<file path="src/rtl/blink_pkg.sv">
// Shared step encoding, lamp patterns and 7-segment codes for the blink
// turn-signal / hazard generator.
package blink_pkg;

    typedef enum logic [1:0] {
        STEP_0 = 2'd0,
        STEP_1 = 2'd1,
        STEP_2 = 2'd2,
        STEP_3 = 2'd3
    } step_t;

    localparam logic [2:0] LAMPS_OFF = 3'b000;
    localparam logic [2:0] LAMPS_ON  = 3'b111;

    // Active-low segments, DP (bit 7) kept dark
    localparam logic [7:0] SEG_0     = 8'hC0;
    localparam logic [7:0] SEG_1     = 8'hF9;
    localparam logic [7:0] SEG_2     = 8'hA4;
    localparam logic [7:0] SEG_3     = 8'hB0;
    localparam logic [7:0] SEG_H     = 8'h89;
    localparam logic [7:0] SEG_BLANK = 8'hFF;

    function automatic logic [2:0] step_pattern(input step_t step);
        return {step >= STEP_3, step >= STEP_2, step >= STEP_1};
    endfunction

    function automatic logic [7:0] step_seg(input step_t step);
        logic [7:0] seg;
        seg = SEG_0;
        unique case (step)
            STEP_0: seg = SEG_0;
            STEP_1: seg = SEG_1;
            STEP_2: seg = SEG_2;
            STEP_3: seg = SEG_3;
        endcase
        return seg;
    endfunction

endpackage

</file>
<file path="src/rtl/blink_clock_divider.sv">
// Modulo-DIVIDE_BY counter producing a one-cycle rate enable, with a
// synchronous clear so a sequence restart also restarts the timebase.
module clock_divider
    import blink_pkg::*;
#(
    parameter int DIVIDE_BY = 1000000,
    parameter int CNT_W     = 20
) (
    input  logic clock,
    input  logic reset,
    input  logic clear,
    output logic tick
);

    localparam logic [CNT_W-1:0] LAST = CNT_W'(DIVIDE_BY - 1);

    logic [CNT_W-1:0] r_cnt;

    assign tick = (r_cnt == LAST);

    always_ff @(posedge clock) begin
        if (reset || clear) begin
            r_cnt <= '0;
        end else if (tick) begin
            r_cnt <= '0;
        end else begin
            r_cnt <= r_cnt + 1'b1;
        end
    end

endmodule

</file>
<file path="src/rtl/blink.sv">
// Turn-signal / hazard lamp sequencer with optional 7-seg status digit.
// Define BLINK_HEX_EN to build the hex decoder; otherwise hex is blank.
module blink
    import blink_pkg::*;
#(
    parameter int DIVIDE_BY = 1000000,
    parameter int CNT_W     = 20
) (
    input  logic       clock,
    input  logic       reset,
    input  logic       hazards,
    input  logic       turnChange,
    output logic [2:0] rightLEDs,
    output logic [2:0] leftLEDs,
    output logic [7:0] hex
);

    logic  r_prev_hazards;
    logic  r_prev_turn;
    step_t r_step;
    logic  r_phase;
    logic  [2:0] r_lamps;
    logic  w_restart;
    logic  w_tick;

    // Any edge on either mode input restarts the sequence from dark
    assign w_restart = (hazards != r_prev_hazards) ||
                       (turnChange != r_prev_turn);

    clock_divider #(
        .DIVIDE_BY (DIVIDE_BY),
        .CNT_W     (CNT_W)
    ) u_div (
        .clock (clock),
        .reset (reset),
        .clear (w_restart),
        .tick  (w_tick)
    );

    always_ff @(posedge clock) begin
        r_prev_hazards <= hazards;
        r_prev_turn    <= turnChange;
        if (reset || w_restart) begin
            r_step  <= STEP_0;
            r_phase <= 1'b0;
            r_lamps <= LAMPS_OFF;
        end else begin
            r_lamps <= hazards ? (r_phase ? LAMPS_ON : LAMPS_OFF)
                               : step_pattern(r_step);
            if (w_tick) begin
                if (hazards) begin
                    r_phase <= ~r_phase;
                end else begin
                    r_step <= step_t'(r_step + 2'd1);
                end
            end
        end
    end

    assign leftLEDs  = r_lamps;
    assign rightLEDs = r_lamps;

`ifdef BLINK_HEX_EN
    logic [7:0] r_hex;

    always_ff @(posedge clock) begin
        if (reset) begin
            r_hex <= SEG_0;
        end else if (w_restart) begin
            r_hex <= hazards ? SEG_H : SEG_0;
        end else begin
            r_hex <= hazards ? SEG_H : step_seg(r_step);
        end
    end

    assign hex = r_hex;
`else
    assign hex = SEG_BLANK;
`endif

endmodule

</file>
<file path="config.mk">
export PLATFORM = sky130hd
export DESIGN_NAME = blink
export DESIGN_NICKNAME = d
export VERILOG_FILES = /design/src/rtl/blink_pkg.sv /design/src/rtl/blink_clock_divider.sv /design/src/rtl/blink.sv
export SDC_FILE = /design/constraint.sdc
export NUM_CORES = 1
export LEC_CHECK = 0
export ABC_AREA = 1
export CELL_PAD_IN_SITES_DETAIL_PLACEMENT = 1
export CELL_PAD_IN_SITES_GLOBAL_PLACEMENT = 1
export CORE_MARGIN = 5
export CORE_UTILIZATION = 30
export DETAILED_ROUTE_END_ITERATION = 7
export PLACE_DENSITY = 0.63
export SKIP_CTS_REPAIR_TIMING = 1
export SYNTH_ARGS = -nofsm -noshare
export SYNTH_HDL_FRONTEND = slang
export SYNTH_SLANG_ARGS = --single-unit
export TNS_END_PERCENT = 1
</file>
<file path="constraint.sdc">
create_clock -name clock -period 3.4 [get_ports clock]
set_input_delay 0.68 -clock clock [delete_from_list [all_inputs] [get_ports clock]]
set_output_delay 0.68 -clock clock [all_outputs]
set_load 0.02 [all_outputs]
</file>
After elaboration in Yosys (flattened, before gate mapping)
Index checks and enable logic that the tools add are counted.
Widths: inputs -> output; s select.
{ "op_classes": {"n_reduce_logical": 5, "n_mux": 2, "n_bitwise": 2, "magnitude_cmp": 3, "addsub": 2, "eq_ne": 3} }
{ "op_table": {"columns": ["op", "n"], "rows": [
  ["$add 20x1->20 const B", 1],
  ["$eq 20x20->1 const B", 1],
  ["$mux 3", 2],
  ["$ge 2x2->1 const B", 2],
  ["$reduce_and 2->1", 2],
  ["$add 2x1->2 const B", 1],
  ["$ge 2x1->1 const B", 1],
  ["$logic_or 1x1->1", 2],
  ["$ne 1x1->1", 2],
  ["$not 1->1", 2],
  ["$reduce_or 2->1", 1]
]} }
{ "word_totals": {"ff_bits": 28, "wordCells": 23} }

Longest topological paths before layout
{ "logic_depth": {"word_depth": 4, "depth_mapped": 10, "mapped_depth_nobuf": 10} }

Cells and area by module
Synthesis repeated with hierarchy kept, for this count alone.
{ "unflattened": {"hier_cells": 219, "area_unflattened_um2": 1527.7} }
{ "by_module_without_submodules": {"columns": ["module", "area_per_inst_um2", "cells_each", "instances"], "rows": [
  ["clock_divider", 1072.3, 162, 1],
  ["blink", 455.4, 57, 1]
]} }

Least setup slack after synthesis
OpenSTA, ideal clock, no wires.
{ "synth_path": {"path_kind": "input-to-reg", "startpoint": "input port turnChange", "endpoint": "register u_div.r_cnt[5]", "t_arrival_ns": 1.401, "stages": 5, "required_ns": 3.281, "path_buffers": 1, "path_slack_ns": 1.880, "cell_sequence": "xor2_1 -> nor2_8 -> nand2_4 -> buf_12 -> nor2_4"} }
{ "synth_via": {"elab_chain_len": 4} }
{ "synth_lines": {"columns": ["item", "line", "text"], "rows": [
  ["start, declared", "blink.sv:12", "input logic turnChange,"],
  ["$ne 1x1->1", "blink.sv:28", "(turnChange != r_prev_turn);"],
  ["$logic_or 1x1->1", "blink.sv:27", "assign w_restart = (hazards != r_prev_hazards) ||"],
  ["$logic_or 1x1->1", "blink_clock_divider.sv:22", "if (reset || clear) begin"],
  ["$reduce_or 2->1 (no line)", null, null],
  ["end signal, assigned", "blink_clock_divider.sv:27", "r_cnt <= r_cnt + 1'b1;"],
  ["end, declared", "blink_clock_divider.sv:17", "logic [CNT_W-1:0] r_cnt;"]
]} }
No other way between the ends.
A chain may end at the register's enable or synchronous reset.

Worst setup path in the final report
{ "layout_path": {"startpoint": "input port hazards", "endpoint": "register r_phase"} }
{ "layout_via": {"elab_chain_len": 3} }
{ "layout_lines": {"columns": ["item", "line", "text"], "rows": [
  ["start, declared", "blink.sv:11", "input logic hazards,"],
  ["$ne 1x1->1", "blink.sv:27", null],
  ["$logic_or 1x1->1", "blink.sv:27", null],
  ["$logic_or 1x1->1", "blink.sv:43", "if (reset || w_restart) begin"],
  ["end signal, assigned", "blink.sv:52", "r_phase <= ~r_phase;"],
  ["end, declared", "blink.sv:21", "logic r_phase;"]
]} }
Parallel ways exist; a longest one is shown, timed or not.

==> results.md <==
* Final #Nets at between 200 and 250
* Status: finished, final reports clean
* Num CTS Buffers at 3
* CP Capture Type: register
* Layout cells sized above 1 at between 10% and 20%
* Register area share after synthesis at between 30% and 40%
* Max Root-Sink Buffers at 2
* # setup viols final at 0
* Yosys cell types at 23
* Data arrival, critical path at 2.15 ns
* Count leader, synth: nand2_1
* Final Hold Viols at 0
* Setup TNS at 0 ns
* Crit. Startpoint: hazards
* Root buffer cell: clkbuf_8
* Pleak at approximately 0.00054 uW
* Core area at ~5000 um^2
* Worst Hold End: u_div.r_cnt[0]
* Final instance area at roughly 1700 um^2
* Synth Area in Adders at between 3 and 4%
* Top cell type's share of synthesized area at around 37%
* Vias at between 1000 and 1500
* Placer Congestion at 0.778
* Antenna violations before repair at 0
* Final Max Slew Viols at 0
* Startpoint Class: input pin
* Die area at 6610 um^2
* Footprint of the multi-input gates at roughly 780 um^2
* RSZ-0062 raised after global routing: no
* Gr ovfl total at 0
* FF-to-FF Start: u_div.r_cnt[0]
* Area grow syn2layout at 10.3%
* Cell row count at 26
* Clock sink count at 28
* Worst-Skew Late Latency at ~0.28 ns
* CTS tree: yes
* Hold Crit Start: u_div.r_cnt[0]
* Drt drc at 0
* Compound-Gate Fraction of Synth Area at 5.42%
* Initial core utilization at about 30%
* Post-synth top cells: nand2_1, nor2_1, dfxtp_1
* Largest family of logic cells by synthesized area: simple AND/OR/NAND/NOR gates
* Fin crit share at between 50% and 60%
* Ant diodes at 0
* Worst R2R End: r_phase
* Die H at slightly above 80 um
* Antenna Violating Nets Remaining at 0
* Clock skew at ~0.0044 ns
* FILL cells at 635
* FMAX at roughly 500 MHz
* FFs w/ async S/R, synth at 0%
* Worst R2R Path Depth at 10
* Top post-synthesis cells by area: dfxtp_1, nand2_1, nor2_1
* Synth area leader: dfxtp_1
* Wire per inst at around 11 um
* GRT Total Usage at a little over a tenth
* Num ports at 18
* Mean number of vias per cell at 4.14
* Final HPWL DP at roughly 2.5 mm
* PortBufs at 9
* Top_reg_cell synth: dfxtp_1
* First-pass GRT wire length at between 5 and 6 mm
* Peak VDD IR at approximately 120 uV
* Post-Syn Instances at between 200 and 250
* Hold Crit Depth at 1
* Total power divided by cell area at about 340 nW/um^2
* Post-layout minimum cycle time at roughly 2 ns
* Synth Register Bits at 28
* YS warnings at 0
* Post-Syn Area at 1520 um^2
* Largest net degree at the start of global routing at 20
* Synthesized area per cell at about 7.3 um^2
* Die width at 81.3 um
* Sequential cell area at around 560 um^2
* Number of global-route vias before repair at between 1000 and 1500
* Worst setup path category: input pin to register
* Worst Path Max Fanout at 19
* XOR/XNOR Fraction of Synth Area at approximately 5.2%
* H-tree depth at 1
* Crit path required time at about 3.6 ns
* Placed Area at 1630 um^2
* Initial DRC Count at 44
* Total Wirelength at around 3.1 mm
* Maxcap violations at 0
* Drt pass-1 iters at 4
* Worst-path clk slew at around 0.10 ns
* Post-synth EDFFs at 0
* Share of synthesized area spent on multiplexers at 0%
* Post-Synth Simple-Gate Area at between 30% and 40%
* R2r setup slk at roughly 1.7 ns
* HP Class: register to register
-- power breakdown --
group	internal, uW	total, uW	switching (uW)	leakage, uW
Clock	104	211	107	0.0000288
Combinational	8.69	33.8	25.1	0.000288
Sequential	330	332	1.79	0.000226
Total	443	577	134	0.000543
-- per-layer routing --
layer  GRT usage [%]  routed length (um)  vias up
met2            16.2                1290       14
met3            1.66                 103        5
li1                -                   -      645
met1            15.2                1640      520
met5               0                   0        -
met4            5.07                  63        0
-- cell usage in the layout (no fill, tap or decap) --
| cell type | instances |
|---|---|
| a21oi_1 | 11 |
| a21oi_2 | 1 |
| clkbuf_8 | 4 |
| clkdlybuf4s50_1 | 9 |
| conb_1 | 8 |
| dfxtp_1 | 28 |
| ha_1 | 4 |
| inv_1 | 26 |
| inv_2 | 2 |
| nand2_1 | 40 |
| nand2_2 | 1 |
| nand2_4 | 1 |
| nand3_1 | 16 |
| nand4_1 | 6 |
| nor2_1 | 30 |
| nor2_2 | 9 |
| nor2_4 | 5 |
| nor2_8 | 1 |
| nor3_1 | 2 |
| o21ai_0 | 2 |
| o21ai_2 | 1 |
| xnor2_1 | 4 |
| xor2_1 | 5 |
-- state kept, by name (all words and copies together), names as in the netlist --
signal          cells
u_div.r_cnt        20
leftLEDs            3
r_prev_turn         1
r_phase             1
r_step              2
r_prev_hazards      1
-- logic make-up after synthesis --
kind of cell    count (synthesis)
compound gates                 15
xor+xnor                        9
fa+ha+maj                       4
buf+inv                        40
flops                          28
other cells                     1
simple gates                  111
-- worst max-delay path, cell delays in order --
cell	delay (ns)
clkdlybuf4s50_1	0.58
inv_2	0.11
o21ai_2	0.25
nor2_8	0.07
nand2_4	0.26
nand2_1	0.08
nand2_1	0.06
inv_1	0.03
-- per-stage QoR --
step                hold slack [ns]  util, %  worst slack, ns  total power, uW  cells
floorplan                     0.427        -             1.88              375    215
global placement              0.447     32.4             1.18              373    282
detailed placement            0.446     32.4             1.12              374    282
CTS                           0.474     33.5             1.44              590    286
global route                  0.498     33.5             1.28              608    286
finish                        0.465     33.5             1.44              577    286
-- layout make-up --
type | instances | area share (%)
tap | 70 | 5.21
timing repair buffer | 9 | 5.36
inverter | 28 | 6.25
sequential | 28 | 33.4
clock buffer | 4 | 3.28
multi-input combinational | 147 | 46.5
-- worst max path at each step --
stage                                 to  slack [ns]  depth (start not counted)
after floorplan           u_div.r_cnt[5]        1.88                          5
after global placement           r_phase        1.18                          8
after detailed placement         r_phase        1.12                          8
after CTS                        r_phase        1.44                          8
after global routing             r_phase        1.28                          8
final                            r_phase        1.44                          8
(Power assumes the default switching activity.)
